File: config.mk
export PLATFORM = sky130hd
export DESIGN_NAME = spi_master
export DESIGN_NICKNAME = d
export VERILOG_FILES = /design/src/rtl/spi_master.sv
export SDC_FILE = /design/constraint.sdc
export NUM_CORES = 1
export LEC_CHECK = 0
export CAP_MARGIN = 25
export CORE_ASPECT_RATIO = 0.75
export CORE_MARGIN = 10
export CORE_UTILIZATION = 31
export DETAILED_ROUTE_END_ITERATION = 10
export GPL_TIMING_DRIVEN = 1
export RECOVER_POWER = 50
export SYNTH_ARGS = -nofsm -noshare
export SYNTH_HDL_FRONTEND = slang
export SYNTH_SLANG_ARGS = --single-unit
File: constraint.sdc
create_clock -name clk_i -period 2 [get_ports clk_i]
set_input_delay 0.4 -clock clk_i [delete_from_list [all_inputs] [get_ports clk_i]]
set_output_delay 0.4 -clock clk_i [all_outputs]
set_load 0.005 [all_outputs]
File: src/rtl/spi_master.sv
// SPI mode-0 initiator, 16-bit frame {addr[6:0], rw, data[7:0]} MSB first; SPI_LOOPBACK_EN samples mosi instead of miso.
// Latency: busy for 34*CLK_DIV cycles, then a one-cycle done. Backpressure: start is ignored while busy.
module spi_master #(
    parameter int CLK_DIV = 2
) (
    input  logic       clk_i,
    input  logic       reset_i,
    input  logic       start_i,
    input  logic       rw_i,
    input  logic [6:0] addr_i,
    input  logic [7:0] wdata_i,
    output logic       busy_o,
    output logic       done_o,
    output logic [7:0] rdata_o,
    output logic       sclk_o,
    output logic       cs_o,
    output logic       mosi_o,
    input  logic       miso_i
);

    localparam int CW = $clog2(CLK_DIV + 1);
    localparam logic [CW-1:0] CNT_LAST = CW'(CLK_DIV - 1);

    typedef enum logic [2:0] {
        S_IDLE,
        S_SETUP,
        S_HIGH,
        S_LOW,
        S_GAP
    } state_t;

    state_t          state_q, state_d;
    logic [CW-1:0]   cnt_q, cnt_d;
    logic [4:0]      bit_q, bit_d;
    logic [15:0]     tx_q, tx_d;
    logic [7:0]      rx_q, rx_d;
    logic [7:0]      rdata_q, rdata_d;
    logic            rw_q, rw_d;
    logic            done_q, done_d;
    logic            phase_end;
    logic            rx_bit;

    assign phase_end = (cnt_q == CNT_LAST);

`ifdef SPI_LOOPBACK_EN
    // mosi equals tx_q[15] in every phase that precedes a rising SCLK
    logic unused_miso;
    assign unused_miso = miso_i;
    assign rx_bit      = tx_q[15];
`else
    assign rx_bit      = miso_i;
`endif

    always_ff @(posedge clk_i or posedge reset_i) begin
        if (reset_i) begin
            state_q <= S_IDLE;
            cnt_q   <= '0;
            bit_q   <= '0;
            tx_q    <= '0;
            rx_q    <= '0;
            rdata_q <= '0;
            rw_q    <= 1'b0;
            done_q  <= 1'b0;
        end else begin
            state_q <= state_d;
            cnt_q   <= cnt_d;
            bit_q   <= bit_d;
            tx_q    <= tx_d;
            rx_q    <= rx_d;
            rdata_q <= rdata_d;
            rw_q    <= rw_d;
            done_q  <= done_d;
        end
    end

    always_comb begin
        state_d = state_q;
        cnt_d   = cnt_q;
        bit_d   = bit_q;
        tx_d    = tx_q;
        rx_d    = rx_q;
        rdata_d = rdata_q;
        rw_d    = rw_q;
        done_d  = 1'b0;
        unique case (state_q)
            S_IDLE: begin
                if (start_i) begin
                    state_d = S_SETUP;
                    cnt_d   = '0;
                    bit_d   = '0;
                    tx_d    = {addr_i, rw_i, wdata_i};
                    rw_d    = rw_i;
                end
            end
            S_SETUP: begin
                if (phase_end) begin
                    state_d = S_HIGH;
                    cnt_d   = '0;
                    rx_d    = {rx_q[6:0], rx_bit};
                end else begin
                    cnt_d = cnt_q + 1'b1;
                end
            end
            S_HIGH: begin
                if (phase_end) begin
                    state_d = S_LOW;
                    cnt_d   = '0;
                    tx_d    = {tx_q[14:0], 1'b0};
                    bit_d   = bit_q + 5'd1;
                end else begin
                    cnt_d = cnt_q + 1'b1;
                end
            end
            S_LOW: begin
                if (phase_end) begin
                    cnt_d = '0;
                    if (bit_q == 5'd16) begin
                        state_d = S_GAP;
                    end else begin
                        state_d = S_HIGH;
                        rx_d    = {rx_q[6:0], rx_bit};
                    end
                end else begin
                    cnt_d = cnt_q + 1'b1;
                end
            end
            S_GAP: begin
                if (phase_end) begin
                    state_d = S_IDLE;
                    cnt_d   = '0;
                    done_d  = 1'b1;
                    // the 8-bit rx shifter holds exactly the data-phase bits here
                    if (rw_q) begin
                        rdata_d = rx_q;
                    end
                end else begin
                    cnt_d = cnt_q + 1'b1;
                end
            end
            default: state_d = S_IDLE;
        endcase
    end

    always_comb begin
        busy_o = (state_q != S_IDLE);
        sclk_o = 1'b0;
        cs_o   = 1'b1;
        mosi_o = 1'b0;
        case (state_q)
            S_SETUP, S_LOW: begin
                cs_o   = 1'b0;
                mosi_o = tx_q[15];
            end
            S_HIGH: begin
                cs_o   = 1'b0;
                sclk_o = 1'b1;
                mosi_o = tx_q[15];
            end
            default: ;
        endcase
    end

    assign done_o  = done_q;
    assign rdata_o = rdata_q;

endmodule

==> impl_metrics.yaml <==
status:
  outcome: "complete, no violations"
routing:
  dr.pass1.iters: 4
  drt_iter0_markers: 102
  vias: 1407
  route.detailed.drc: 0
  ant_nets: 0
  avgRoutedWirePerCell_um: 14.5
  vias_per_cell: 4.57
  routed_wl_um: 4460
synth:
  synth_flop_cell: "dfrtp_1"
  async_flop_share: 1.00
  syn_avg_cell_area_sq_um: 13.4
  synthSimpleGateAreaFrac: 0.100
  synthAdderAreaFrac: 0.0114
  synth_xor_area_frac: 0.00398
  synth_area_sq_um: 2200
  synth_top_family_by_area: "multiplexers"
  ys_types: 38
  synth_compound_area_frac: 0.0534
  synth_seq_cells: 44
  synth_mux_area_frac: 0.286
  synth_area_leaders: "dfrtp_1, mux2_2, mux2_4, mux2i_1, nand2_1"
  ys.warnings.count: 0
  yosysSeqAreaShare: 0.500
  synth-edff-count: 0
  synth_area_leader_cell: "dfrtp_1"
  synthCells: 164
  synth_top_area_frac: 0.500
  synth_fp_nets: 186
setup_path:
  crit_path_end_kind: "primary output"
  path_cells: "nor2_1 -> or2_2 -> clkdlybuf4s50_1"
  worstSetupPathType: "flip-flop to primary output"
  slowest_delay_ns: 0.46
  timing.rr.start: "bit_q[0]"
  slowest_stage: "clkdlybuf4s50_1"
  cp-start-kind: "flip-flop"
  worstPathMaxFanout: 4
  required_ns: 1.60
  cp-startpoint: "state_q[1]"
  worst_ep_arrival_time_ns: 1.52
sta:
  rsz0062_at_grt: "no"
  fmax_ghz: 0.521
  slew_headroom: 0.292
  setup_viol: 0
  tightest_slew_ns: 1.06
  period_minus_slack_ns: 1.92
  tns_ns: 0
  post-route-period-util: 0.960
  slew_viol_final: 0
  setup_slack_ns: 0.0791
  hold_slack_ns: 0.491
  finalHoldViolations: 0
  clock_skew_ns: 0.00552
place:
  place_inst: 300
  gp_congestion: 0.905
  dp_slack_ns: 0.0689
  numPortBuffers: 32
  hpwl_um: 3210
floorplanning:
  coreArea_sq_um: 6860
  die_area_sq_um: 10900
  start_util: 0.321
  dieHeight_um: 93.0
  ios: 33
  die_x_um: 117
  row_count: 26
clock_network:
  cts_buffers: 5
  clock_sinks: 44
  cts_root_buf: "clkbuf_8"
  clk_pin_slew_ns: 0.08
  cts_tree: "done"
  htreeDepth: 2
  clkLatencyLatePin_ns: 0.29
  cts_buffer_depth: 2
global_route:
  grt_max_degree: 45
  grt_pass1_vias: 1513
  grt_pass1_wl_um: 7880
  antenna_found_initial: 0
  grt_use_total: 0.0875
  grt-ovfl-total: 0
finish:
  final_layout_size_suffix_gt1_frac: 0.362
  nNetsFinal: 232
  final.fill_count: 683
  antenna_cells: 0
  layout.cells.non_filler: 308
  syn2layout_area_growth_pct: 26.9
min_path:
  min_from: "rw_q"
  hold_class: "flip-flop to flip-flop"
pwr:
  peakVddDrop_v: 0.000411
  fin_total_pwr_mw: 3.58
  power_leakage_nw: 1.23
  powerDensity_nw_per_um2: 1280
run:
  max_cap_viol_count: 0
## cells in the mapped netlist (3+ instances only)
cell and n:
dfrtp_1 44, mux2_4 16, nor2_1 4, nand2_1 8
nand2b_1 3, inv_1 7, mux2_2 32, nand3_1 4
o21ai_0 4, mux2i_1 3, buf_2 3
## placed cells by master (no fill, tap or decap), drive strengths merged, types with 2 or more instances in the layout
| cell | n |
|---|---|
| clkbuf | 10 |
| nand4 | 2 |
| buf | 13 |
| nor3 | 2 |
| dlygate4sd2 | 3 |
| mux2i | 3 |
| nand3b | 2 |
| mux2 | 48 |
| or4b | 2 |
| ha | 2 |
| or2 | 2 |
| a311oi | 2 |
| nand3 | 4 |
| nand2b | 3 |
| dfrtp | 44 |
| a2111oi | 2 |
| nor2 | 4 |
| nand2 | 8 |
| o21ai | 4 |
| inv | 6 |
| clkdlybuf4s50 | 28 |
## power by group
part	internal, mW	switching [mW]
clock network	0.307	0.270
logic	0.966	0.593
registers	1.22	0.223
total	2.49	1.09
## state kept, by name (all words and copies together), names as in the netlist
register,flops
cnt_q,2
rx_q,8
state_q,3
done_o,1
rdata_o,8
bit_q,5
rw_q,1
tx_q,16
## routing by layer
metal,up-vias,global-route usage,routed length (um)
met5,-,0,0
met4,0,0.0187,19
met3,2,0.0312,233
met2,39,0.117,1790
met1,683,0.129,2410
li1,683,-,-
## worst paths after layout
kind                                   end  slack [ns]  depth (start not counted)
max in group asynchronous          tx_q[6]        0.45                          3
min in group asynchronous       rdata_o[3]        0.89                          3
worst max register to register     rx_q[5]        0.17                          6
worst max-delay path                  cs_o        0.08                          3
worst min register to register        rw_q        0.49                          2
worst min-delay path                  rw_q        0.49                          2
## per-stage QoR
stage          instance area [sq um]   util
4_1_cts                         2810  0.410
3_3_place_gp                    2710  0.395
3_5_place_dp                    2710  0.395
2_1_floorplan                   2200      -
5_1_grt                         2790  0.407
6_report                        2790  0.407
## final cells by class
type                       instances  area, sq um  area share
sequential                        44         1100       0.394
multi-input combinational        104         1000       0.360
timing repair buffer              48          443       0.159
tap                               98          123      0.0439
clock buffer                       7         96.3      0.0345
inverter                           7         26.3     0.00940
## logic make-up after synthesis
| group | after synthesis |
|---|---|
| flip-flops | 44 |
| AO/OA/AOI/OAI | 13 |
| adder cells (fa/ha/maj) | 2 |
| XOR/XNOR | 1 |
| buffers and inverters | 16 |
| multiplexers | 51 |
| AND/OR/NAND/NOR | 37 |
## critical path: cells and delay by family, from the launching register on
kind / cells / cell delay [ns]
buffers and inverters: 1 / 0.46
and+or+nand+nor: 2 / 0.37
DFF: 1 / 0.40
## repair_timing
| item | 4_1_cts | 5_1_grt |
|---|---|---|
| setup buffers | 1 | 0 |
| resized for setup | 4 | 1 |
| pin swaps | 0 | 1 |
| hold buffers | 0 | 0 |
| setup endpoints to repair | 3 | 8 |
No activity file was read; power rests on OpenSTA's default activity.
